**src/rtl/seg7_down_monitor.sv**
```systemverilog
// seg7_down_monitor
// Receive-side monitor for a common-anode 7-segment digit bus driven by a
// 3-bit down counter. Synchronises and debounces the segment lines, decodes
// each settled pattern back to a digit, and checks that successive digits
// step down by one (7 follows 0). Reports pulses, lock/stall status and
// saturating event counters.
module seg7_down_monitor #(
  parameter int STABLE_CYCLES  = 4,
  parameter int TIMEOUT_CYCLES = 100_000_000,
  parameter int CNT_W          = 16
) (
  input  logic             clk,
  input  logic             reset,
  input  logic [6:0]       seg_in,
  input  logic             clr,
  output logic [2:0]       digit,
  output logic             digit_valid,
  output logic             bad_pat,
  output logic             seq_err,
  output logic             locked,
  output logic             stall,
  output logic [CNT_W-1:0] step_cnt,
  output logic [CNT_W-1:0] err_cnt,
  output logic [CNT_W-1:0] bad_cnt
);

  localparam int ST_W = $clog2(STABLE_CYCLES + 1);
  localparam int TO_W = (TIMEOUT_CYCLES > 1) ? $clog2(TIMEOUT_CYCLES) : 1;
  localparam logic [ST_W-1:0] STABLE_MAX   = ST_W'(STABLE_CYCLES);
  localparam logic [ST_W-1:0] STABLE_HIT   = ST_W'(STABLE_CYCLES - 1);
  localparam logic [TO_W-1:0] TIMEOUT_LAST = TO_W'(TIMEOUT_CYCLES - 1);
  localparam logic [6:0]      BLANK        = 7'h7F;
  localparam logic [CNT_W-1:0] CNT_MAX     = '1;

  typedef enum logic [1:0] {
    UNLOCKED = 2'd0,
    LOCKED   = 2'd1,
    STALLED  = 2'd2
  } state_t;

  // Segment pattern for each digit, {g,f,e,d,c,b,a}, active-low.
  function automatic logic [6:0] digit_pattern(input int d);
    case (d)
      0:       return 7'b1000000;
      1:       return 7'b1111001;
      2:       return 7'b0100100;
      3:       return 7'b0110000;
      4:       return 7'b0011001;
      5:       return 7'b0010010;
      6:       return 7'b0000010;
      7:       return 7'b1111000;
      default: return BLANK;
    endcase
  endfunction

  state_t            state_reg, state_next;
  logic [6:0]        sync1_reg, sync2_reg;
  logic [6:0]        cand_reg, last_reg;
  logic [ST_W-1:0]   stable_reg, stable_next;
  logic [TO_W-1:0]   timeout_reg, timeout_next;
  logic [2:0]        digit_reg, digit_next;
  logic              valid_reg, valid_next;
  logic              bad_pat_reg, bad_pat_next;
  logic              seq_err_reg, seq_err_next;
  logic [2:0]        cnt_inc;
  logic [CNT_W-1:0]  cnt_reg [3];
  logic [7:0]        match;
  logic              dec_valid;
  logic [2:0]        dec_digit;
  logic [2:0]        prev_digit;
  logic              cand_change;
  logic              accept;

  // Exact-match comparators against the eight legal digit patterns. The
  // synced value is what the candidate becomes this cycle, so decode it.
  generate
    for (genvar gi = 0; gi < 8; gi++) begin : g_match
      assign match[gi] = (sync2_reg == digit_pattern(gi));
    end
  endgenerate

  // One-hot match to digit; at most one bit can be set.
  always_comb begin
    dec_valid = |match;
    dec_digit = 3'd0;
    for (int i = 0; i < 8; i++) begin
      if (match[i]) dec_digit = 3'(i);
    end
  end

  // Stability counter: restart on any change, saturate once settled.
  always_comb begin
    cand_change = (sync2_reg != cand_reg);
    if (cand_change)
      stable_next = '0;
    else if (stable_reg == STABLE_MAX)
      stable_next = stable_reg;
    else
      stable_next = stable_reg + 1'b1;
  end

  // A pattern is accepted once, on the cycle it first counts as settled,
  // and only if it differs from the pattern accepted before it.
  assign accept     = (stable_next == STABLE_HIT) && (sync2_reg != last_reg);
  assign prev_digit = digit_reg - 3'd1;

  // Lock/stall state register.
  always_ff @(posedge clk or negedge reset) begin
    if (!reset) state_reg <= UNLOCKED;
    else        state_reg <= state_next;
  end

  // Next state, sequence check, event pulses and timeout counter.
  always_comb begin
    state_next   = state_reg;
    timeout_next = timeout_reg;
    digit_next   = digit_reg;
    valid_next   = 1'b0;
    bad_pat_next = 1'b0;
    seq_err_next = 1'b0;
    cnt_inc      = 3'b000;
    case (state_reg)
      UNLOCKED: timeout_next = '0;
      LOCKED: begin
        if (timeout_reg == TIMEOUT_LAST) state_next = STALLED;
        else                             timeout_next = timeout_reg + 1'b1;
      end
      STALLED:  timeout_next = timeout_reg;
      default:  state_next = UNLOCKED;
    endcase
    if (accept) begin
      timeout_next = '0;
      if (dec_valid) begin
        valid_next = 1'b1;
        digit_next = dec_digit;
        state_next = LOCKED;
        // The first digit after losing lock only establishes the base.
        if (state_reg != UNLOCKED) begin
          if (dec_digit == prev_digit) begin
            cnt_inc[0] = 1'b1;
          end else begin
            seq_err_next = 1'b1;
            cnt_inc[1]   = 1'b1;
          end
        end
      end else begin
        bad_pat_next = 1'b1;
        cnt_inc[2]   = 1'b1;
        state_next   = UNLOCKED;
      end
    end
  end

  // Synchroniser, debounce state, accepted pattern and output registers.
  always_ff @(posedge clk or negedge reset) begin
    if (!reset) begin
      sync1_reg   <= BLANK;
      sync2_reg   <= BLANK;
      cand_reg    <= BLANK;
      last_reg    <= BLANK;
      stable_reg  <= '0;
      timeout_reg <= '0;
      digit_reg   <= 3'd0;
      valid_reg   <= 1'b0;
      bad_pat_reg <= 1'b0;
      seq_err_reg <= 1'b0;
    end else begin
      sync1_reg   <= seg_in;
      sync2_reg   <= sync1_reg;
      cand_reg    <= sync2_reg;
      last_reg    <= accept ? sync2_reg : last_reg;
      stable_reg  <= stable_next;
      timeout_reg <= timeout_next;
      digit_reg   <= digit_next;
      valid_reg   <= valid_next;
      bad_pat_reg <= bad_pat_next;
      seq_err_reg <= seq_err_next;
    end
  end

  // Saturating event counters: 0 = steps, 1 = sequence errors, 2 = bad patterns.
  // clr takes priority over an increment in the same cycle.
  generate
    for (genvar gi = 0; gi < 3; gi++) begin : g_cnt
      always_ff @(posedge clk or negedge reset) begin
        if (!reset)
          cnt_reg[gi] <= '0;
        else if (clr)
          cnt_reg[gi] <= '0;
        else if (cnt_inc[gi] && (cnt_reg[gi] != CNT_MAX))
          cnt_reg[gi] <= cnt_reg[gi] + 1'b1;
      end
    end
  endgenerate

  assign digit       = digit_reg;
  assign digit_valid = valid_reg;
  assign bad_pat     = bad_pat_reg;
  assign seq_err     = seq_err_reg;
  assign locked      = (state_reg == LOCKED);
  assign stall       = (state_reg == STALLED);
  assign step_cnt    = cnt_reg[0];
  assign err_cnt     = cnt_reg[1];
  assign bad_cnt     = cnt_reg[2];

endmodule
```
**config.mk**
```make
export PLATFORM = sky130hd
export DESIGN_NAME = seg7_down_monitor
export DESIGN_NICKNAME = d
export VERILOG_FILES = /design/src/rtl/seg7_down_monitor.sv
export SDC_FILE = /design/constraint.sdc
export NUM_CORES = 1
export LEC_CHECK = 0
export ABC_CLOCK_PERIOD_IN_PS = 3500
export CAP_MARGIN = 20
export CORE_MARGIN = 3
export CORE_UTILIZATION = 30
export CTS_CLUSTER_DIAMETER = 50
export DETAILED_ROUTE_END_ITERATION = 8
export HOLD_SLACK_MARGIN = 0.15
export SLEW_MARGIN = 20
export SYNTH_ARGS = -nofsm -noshare
export SYNTH_HDL_FRONTEND = slang
export SYNTH_SLANG_ARGS = --single-unit
```
**constraint.sdc**
```tcl
create_clock -name clk -period 3.5 [get_ports clk]
set_input_delay 0.35 -clock clk [delete_from_list [all_inputs] [get_ports clk]]
set_output_delay 0.35 -clock clk [all_outputs]
set_load 0.005 [all_outputs]
```
==> After elaboration in Yosys (flattened, before gate mapping) <==
Index checks and enable logic that the tools add are counted.
{ "op_classes": {"addsub": 6, "eq_ne": 22, "muxes": 34, "reduce_logical": 15} }
{ "ops": {"columns": ["operator", "n"], "rows": [
  ["2-to-1 mux 16 bit", 6],
  ["2-to-1 mux 27 bit", 2],
  ["one-hot mux 27 bit (2 select lines)", 1],
  ["adder 16 x 1 -> 16 bit (second input constant)", 3],
  ["inequality test 16 bit (second input constant)", 3],
  ["adder 27 x 1 -> 27 bit (second input constant)", 1],
  ["equality test 27 bit (second input constant)", 1],
  ["equality test 7 bit (second input constant)", 3],
  ["2-to-1 mux 3 bit", 7],
  ["equality test 7 x 5 -> 1 bit (second input constant)", 2],
  ["equality test 7 x 6 -> 1 bit (second input constant)", 2],
  ["inequality test 7 bit", 2],
  ["2-to-1 mux 2 bit", 6],
  ["2-to-1 mux 1 bit", 11],
  ["nonzero test 2 bit", 4],
  ["OR reduction 8 bit", 1],
  ["equality test 7 x 2 -> 1 bit (second input constant)", 1],
  ["AND reduction 2 bit", 3],
  ["logical AND 1 bit", 4],
  ["one-hot mux 2 bit (2 select lines)", 1],
  ["adder 3 x 1 -> 3 bit (second input constant)", 1],
  ["equality test 3 x 2 -> 1 bit (second input constant)", 1],
  ["equality test 3 bit", 1],
  ["equality test 3 bit (second input constant)", 1],
  ["other kinds (9)", 9]
]} }
{ "totals": {"regBits": 114, "input_bits": 10, "output_inout_bits": 56, "wordCells": 91} }

==> Logic depth before layout (Yosys ltp) <==
Gate-level depths: netlist of run 1.
{ "logic_depth": {"depth_word": 16, "mapped_depth": 12, "mapped_depth_nobuf": 9} }

==> Least setup slack after synthesis of run 1 <==
OpenSTA, ideal clock, no wires.
{ "synth_timing": {"kind": "register -> register", "start": "reg sync2_reg[5]", "end": "reg cnt_reg, in the netlist step_cnt[6]", "arrival_time_ns": 2.867, "t_required_ns": 3.372, "setup_slack_ns": 0.506, "path_stages_with_launch": 12, "path_buffers": 4, "period_less_slack_ns": 2.994, "path_cell_list": "dfstp_2 > buf_2 > nand4b_1 > o31a_1 > or3_1 > a221o_1 > buf_6 > or3b_1 > clkbuf_1 > buf_2 > nor3_1 > mux2_1"} }
{ "synth_via": {"elab_chain_cells": 15, "word_cells_on_any_way": 28, "classes_between": "12 x eq/ne; 12 x mux; 4 x reduce/logical"} }
{ "synth_lines": {"columns": ["element", "line", "rtl"], "rows": [
  ["start: declaration", "57", "logic [6:0] sync1_reg, sync2_reg;"],
  ["start signal: assignment", "169", "sync2_reg <= sync1_reg;"],
  ["equality test 7 bit", "78", "assign match[gi] = (sync2_reg == digit_pattern(gi));"],
  ["2-to-1 mux 1 bit", "87", "if (match[i]) dec_digit = 3'(i);"],
  ["2-to-1 mux 2 bit (2 in series)", "87", null],
  ["2-to-1 mux 3 bit (4 in series)", "87", null],
  ["equality test 3 bit", "139", "if (dec_digit == prev_digit) begin"],
  ["2-to-1 mux 1 bit", "139", null],
  ["2-to-1 mux 2 bit", "138", "if (state_reg != UNLOCKED) begin"],
  ["2-to-1 mux 2 bit", "133", "if (dec_valid) begin"],
  ["2-to-1 mux 3 bit *", "131", "if (accept) begin"],
  ["logical AND 1 bit *", "190", "else if (cnt_inc[gi] && (cnt_reg[gi] != CNT_MAX))"],
  ["nonzero test 2 bit (no line) *", null, null],
  ["end signal: indexed assignment", "191", "cnt_reg[gi] <= cnt_reg[gi] + 1'b1;"],
  ["end: declaration", "66", "logic [CNT_W-1:0] cnt_reg [3];"]
]} }
Every way passes the cells marked *; elsewhere a longest branch is shown, timed or not.
A chain may end at the register's enable or synchronous reset.

==> Worst setup path in the final report of run 1 <==
{ "layout_timing": {"start": "reg sync2_reg[1]", "end": "reg cnt_reg, in the netlist step_cnt[14]"} }
Same word-level chain as after synthesis.

==> flow_metrics.py, run 1 <==
metrics = {
    "setup_path": {
        "path_cells": "or3b_1 > a2111oi_0 > nor4_1 > a221o_1 > or3b_1 > or4_1 > a21oi_1",
        "crit_fanout": 15,
        "reg2reg_depth": 7,
        "worst_setup_path_end_kind": "flop",
        "crit_top_cell": "or3b_1",
        "crit_type": "flop to flop",
        "start_kind": "flop",
        "critPathRequiredTime_ns": 3.84,
        "crit_arrival_ns": 3.58,
        "slowest_stage": "or3b_1",
        "crit_buf_inv": 0,
        "ff2ff_setup_slack_ns": 0.26,
        "r2r-end": "step_cnt[14]",
        "max_stage_delay_ns": 0.63,
        "r2r-start": "sync2_reg[1]",
        "cp_top_family": "simple AND/OR/NAND/NOR gates",
    },
    "routing": {
        "route.vias.total": 4662,
        "post_drt_wl_per_cell_um": 14.9,
        "ant_nets": 0,
        "viasPerCell": 4.91,
        "dr.pass1.iters": 4,
        "wl_met1_um": 6780,
        "highest_layer": "met4",
        "dr_wl_met3_um": 533,
        "drc_errors": 0,
        "wl_met2_um": 6730,
        "drt-initial-drc-count": 266,
        "routed_wl_um": 14100,
    },
    "cts": {
        "post_cts_buffers": 0,
        "htree_levels": 4,
        "cts_resized": 0,
        "ctsLongestPathBuffers": 2,
        "tritoncts": "done",
        "path_clk_slew_ns": 0.06,
        "cts_buffers": 17,
        "cts.sinks": 114,
        "cts-root-buf": "clkbuf_16",
        "clk_latency_ns": 0.42,
        "cts_hold_buf": 1,
    },
    "timing": {
        "final.setup.tns_ns": 0,
        "min_period_over_period": 0.925,
        "finalMaxSlewViolations": 0,
        "relSlewSlack": 0.428,
        "tightest_slew_ns": 0.858,
        "rsz0062_at_grt": "false",
        "clock_skew_ns": 0.00726,
        "max_freq_ghz": 0.309,
        "hold_violations": 0,
        "finalSetupViolCount": 0,
        "fin_crit_ns": 3.24,
    },
    "cells_and_area": {
        "drive_above_1_share": 0.149,
        "synthToLayoutAreaGrowth_pct": 25.4,
        "nets": 694,
        "final_cell_mix": "dfrtp_1 (86), nor2_1 (75), clkdlybuf4s50_1 (63), nand2_1 (33), xnor2_1 (31)",
        "largest_reg_flops": 27,
        "final_common_cell": "dfrtp_1",
        "n_antenna_cell": 0,
    },
    "synthesis": {
        "synth_ff_type": "dfrtp_1",
        "yosysWarnings": 0,
        "synth_edf_count": 0,
        "avgSynthCellArea_um2": 9.77,
        "ys_ff_latch": 114,
        "yosysUniqueCellTypes": 57,
        "synth_top_cell_by_area": "dfrtp_1",
        "syn-cell-area_um2": 5960,
        "synthArstFlopShare": 1.00,
        "synth_top_area_frac": 0.361,
        "synth-seq-area-share": 0.484,
        "syn_nets": 627,
        "synthCells": 610,
        "ys_top_cells_by_area": "dfrtp_1 (36%), dfstp_2 (12%), nor2_1 (4.7%)",
    },
    "grt": {
        "grt-ovfl-total": 0,
        "antenna_found_initial": 0,
        "track_usage": 0.137,
        "grt_max_degree": 67,
        "grt_pass1_vias": 4670,
        "grt_pass1_wl_um": 24100,
    },
    "hold_path": {
        "hold_end": "sync1_reg[0]",
        "min_from": "seg_in[0]",
        "hp-class": "input port to flop",
        "hold_depth": 1,
    },
    "floorplan": {
        "die_y_um": 147,
        "row_count": 50,
        "ios": 66,
        "core_um2": 19100,
        "die_w_um": 147,
        "initial_utilization": 0.312,
        "die_area_um2": 21600,
    },
    "pwr": {
        "fin_total_pwr_mw": 3.11,
        "ir_worst_vdd_mv": 0.331,
        "leakage_nw": 2.95,
        "pwr_density_cell_nw_per_um2": 416,
    },
    "run": {
        "max_cap_violations": 0,
    },
    "place": {
        "port_buffers": 65,
        "dp_hpwl_um": 9470,
        "gp_congestion": 0.774,
    },
    "outcome": {
        "outcome": "finished clean",
    },
}
[through the flow]
step	instance area (um2)	setup slack, ns	cells	hold WS, ns	util
after floorplan	5960	0.506	610	0.0544	-
after global placement	6890	0.362	917	0.347	0.361
after detailed placement	6890	0.315	917	0.347	0.361
after CTS	7470	0.291	950	0.311	0.392
after global routing	7470	0.107	950	0.314	0.392
final	7470	0.264	950	0.338	0.392
[logic make-up after synthesis]
logic type | share of synthesized area
buf+inv | 0.0327
simple gates | 0.268
xor+xnor | 0.0735
fa+ha+maj | 0.0147
mux | 0.0447
flops | 0.484
compound gates | 0.0823
[synth_stat cells (3+ instances only)]
library cell,count
a21oi_1,21
inv_1,15
nand3_1,29
mux2_1,5
xnor2_1,31
ha_1,7
o211ai_1,3
o2111ai_1,3
and3_1,16
o21ai_0,19
or2_2,4
and2_1,3
or3_1,10
clkbuf_1,20
nor4_1,7
nor3b_1,6
and4b_1,3
o21ai_1,4
nand3b_1,5
nor3_1,28
nand2b_1,7
nor2_1,75
dfstp_2,28
nand2_1,33
nor2b_1,21
dfrtp_1,86
xor2_1,19
o31ai_1,6
a21o_1,3
mux2i_1,3
and4_1,4
buf_2,6
nor4b_1,3
mux2_2,16
nand4_1,23
buf_6,3
or4_1,5
a31o_2,5
[where the power goes]
group / internal [mW] / switching, mW / total, mW
clock network: 0.995 / 0.661 / 1.66
registers: 1.34 / 0.0174 / 1.36
logic: 0.0321 / 0.0585 / 0.0905
total: 2.37 / 0.737 / 3.11
[layer usage]
| metal | global-route usage | vias up |
|---|---|---|
| met5 | 0 | - |
| met4 | 0.0424 | 0 |
| met3 | 0.0435 | 6 |
| met2 | 0.212 | 79 |
| met1 | 0.186 | 2269 |
| li1 | - | 2308 |
[worst max path at each step]
stage / startpoint / to / slack, ns / cells past startpoint
2_1_floorplan: sync2_reg[5] / step_cnt[6] / 0.51 / 11
3_3_place_gp: sync2_reg[1] / step_cnt[14] / 0.36 / 7
3_5_place_dp: sync2_reg[1] / step_cnt[14] / 0.32 / 7
4_1_cts: sync2_reg[1] / step_cnt[14] / 0.29 / 7
5_1_grt: sync2_reg[6] / step_cnt[14] / 0.11 / 7
6_report: sync2_reg[1] / step_cnt[14] / 0.26 / 7
[final cells by class]
type / count / area [um2]
clock inverters: 13 / 101
repair buffers: 77 / 748
multi-input cells: 452 / 2880
fillers: 1913 / 11600
well taps: 260 / 325
clock buffers: 19 / 475
inverters: 15 / 56.3
flip-flops and latches: 114 / 2890
(Power assumes the default switching activity.)
==> inputs of run 2 (changes only) <==
--- a/config.mk
+++ b/config.mk
@@ -12,7 +12,8 @@
 export CTS_CLUSTER_DIAMETER = 50
 export DETAILED_ROUTE_END_ITERATION = 8
 export HOLD_SLACK_MARGIN = 0.15
-export SLEW_MARGIN = 20
+export SETUP_SLACK_MARGIN = 0.1
+export SLEW_MARGIN = 10
 export SYNTH_ARGS = -nofsm -noshare
 export SYNTH_HDL_FRONTEND = slang
 export SYNTH_SLANG_ARGS = --single-unit
==> results of run 2 <==
Same layout as run 1: the final DEF is identical, and so are final timing and power.
==> inputs of run 3 (changes only) <==
--- a/config.mk
+++ b/config.mk
@@ -7,7 +7,7 @@
 export LEC_CHECK = 0
 export ABC_CLOCK_PERIOD_IN_PS = 3500
 export CAP_MARGIN = 20
-export CORE_MARGIN = 3
+export CORE_MARGIN = 8
 export CORE_UTILIZATION = 30
 export CTS_CLUSTER_DIAMETER = 50
 export DETAILED_ROUTE_END_ITERATION = 8
==> constraint.sdc (replaced) <==
create_clock -name clk -period 3.5 [get_ports clk]
set_input_delay 0.875 -clock clk [delete_from_list [all_inputs] [get_ports clk]]
set_output_delay 0.875 -clock clk [all_outputs]
set_load 0.005 [all_outputs]
==> run 3 against run 2 <==
  * Global-route usage down 1.6 points
  * Via count increased by 1.1%
  * Core utilization is 0.62 points lower
  * Clock skew about the same
  * Count of clock-buffer cells in the layout fell by 2
  * Sequential cell count unchanged
  * First-iteration DRC count increased by 7.1%
  * Non-clock buffer count is 2 higher
  * Combinational power is 3.6% higher
  * Final cell count grew 0.74%
  * Die area up 14%
  * Clock power is essentially flat
  * Critical endpoint unchanged
==> flow_metrics.py, run 3 (same netlist as run 1, synthesis figures left out) <==
metrics = {
    "routing": {
        "drt-initial-drc-count": 285,
        "routed_wl_um": 14200,
        "highest_layer": "met4",
        "dr.pass1.iters": 4,
        "wl_met1_um": 6560,
        "dr_wl_met3_um": 646,
        "drc_errors": 0,
        "route.vias.total": 4713,
        "ant_nets": 0,
        "viasPerCell": 4.92,
        "wl_met2_um": 6780,
        "post_drt_wl_per_cell_um": 14.8,
    },
    "cts": {
        "cts_hold_buf": 0,
        "clk_latency_ns": 0.42,
        "htree_levels": 4,
        "cts.sinks": 114,
        "cts-root-buf": "clkbuf_16",
        "tritoncts": "done",
        "path_clk_slew_ns": 0.06,
        "ctsLongestPathBuffers": 2,
        "post_cts_buffers": 0,
        "cts_buffers": 17,
        "cts_resized": 0,
    },
    "cells_and_area": {
        "final_common_cell": "dfrtp_1",
        "synthToLayoutAreaGrowth_pct": 25.8,
        "largest_reg_flops": 27,
        "fill_cells": 1927,
        "postLayoutCoreUtil": 0.385,
        "nets": 696,
        "final_cell_mix": "dfrtp_1 (86), nor2_1 (75), clkdlybuf4s50_1 (63), nand2_1 (33), xnor2_1 (31)",
        "drive_above_1_share": 0.155,
        "n_antenna_cell": 0,
    },
    "place": {
        "port_buffers": 65,
        "gp_congestion": 0.782,
        "dp_hpwl_um": 9800,
    },
    "timing": {
        "tightest_slew_ns": 0.522,
        "min_period_over_period": 0.868,
        "rsz0062_at_grt": "false",
        "relSlewSlack": 0.652,
        "final.setup.tns_ns": 0,
        "clock_skew_ns": 0.00737,
        "max_freq_ghz": 0.329,
        "finalSetupViolCount": 0,
        "hold_violations": 0,
        "fin_crit_ns": 3.04,
        "finalMaxSlewViolations": 0,
    },
    "grt": {
        "track_usage": 0.122,
        "grt_max_degree": 70,
        "grt-ovfl-total": 0,
        "grt_pass1_wl_um": 23700,
        "antenna_found_initial": 0,
        "grt_pass1_vias": 4564,
    },
    "floorplan": {
        "die_area_um2": 24600,
        "die_y_um": 157,
        "row_count": 51,
        "initial_utilization": 0.306,
        "ios": 66,
        "die_w_um": 157,
        "core_um2": 19500,
    },
    "setup_path": {
        "crit_arrival_ns": 3.38,
        "crit_fanout": 15,
        "start_kind": "flop",
        "worst_setup_path_end_kind": "flop",
        "critPathRequiredTime_ns": 3.84,
        "crit_type": "flop to flop",
    },
    "pwr": {
        "pwr_density_cell_nw_per_um2": 419,
        "ir_worst_vdd_mv": 0.311,
        "leakage_nw": 2.96,
    },
    "hold_path": {
        "hp-class": "flop to flop",
    },
    "run": {
        "max_cap_violations": 0,
    },
    "outcome": {
        "outcome": "finished clean",
    },
}
## run 3: cell count changes in the layout (fill, tap and decap cells not counted), sizes merged
cell         before  now
buf              13   16
bufinv            0    1
clkbuf           19   17
clkinv           11    3
clkinvlp          0    1
dlygate4sd3       1    0
inv              17   25
## run 3: metrics by stage
step	area (um2)	hold slack (ns)	instances	setup WS (ns)	power (mW)
after global routing	7500	0.357	957	0.247	3.27
after global placement	6930	0.346	925	0.313	1.48
final	7500	0.355	957	0.461	3.14
after floorplan	5960	0.345	610	0.506	1.42
after detailed placement	6930	0.347	925	0.285	1.48
after CTS	7500	0.356	957	0.250	3.19
## run 3: worst paths after layout
| check | startpoint | to | slack [ns] | depth (start not counted) |
|---|---|---|---|---|
| max in group asynchronous | reset | cand_reg[1] | 2.44 | 2 |
| min in group asynchronous | reset | timeout_reg[23] | 0.36 | 1 |
| min | sync1_reg[2] | sync2_reg[2] | 0.35 | 0 |
| max | sync2_reg[1] | step_cnt[14] | 0.46 | 7 |
| min reg2reg | sync1_reg[2] | sync2_reg[2] | 0.35 | 0 |
| max reg2reg | sync2_reg[1] | step_cnt[14] | 0.46 | 7 |
## run 3: layout make-up
type	count	area (um2)	share of cell area
clock inverter	15	146	0.0195
tap	265	332	0.0442
clock buffer	17	425	0.0567
multi-input combinational	452	2880	0.384
inverter	15	56.3	0.00750
timing repair buffer	79	773	0.103
sequential	114	2890	0.385
## run 3: critical path, stage by stage, from the launching register on
cell and delay [ns]:
dfstp_2 0.58, or3b_1 0.35, a2111oi_0 0.42, nor4_1 0.09, a221o_1 0.31, or3b_4 0.51, or4_1 0.53, a21oi_1 0.16
## run 3: routing by layer
layer	up-vias	track usage
li1	2315	-
met1	2308	0.153
met2	74	0.192
met3	16	0.0409
met4	0	0.0398
met5	-	0
## run 3: report_power, final
group	internal [mW]	switching [mW]	total, mW	leakage (nW)
sequential	1.34	0.0175	1.36	1.50
clock	0.996	0.692	1.69	0.283
combinational	0.0345	0.0593	0.0938	1.18
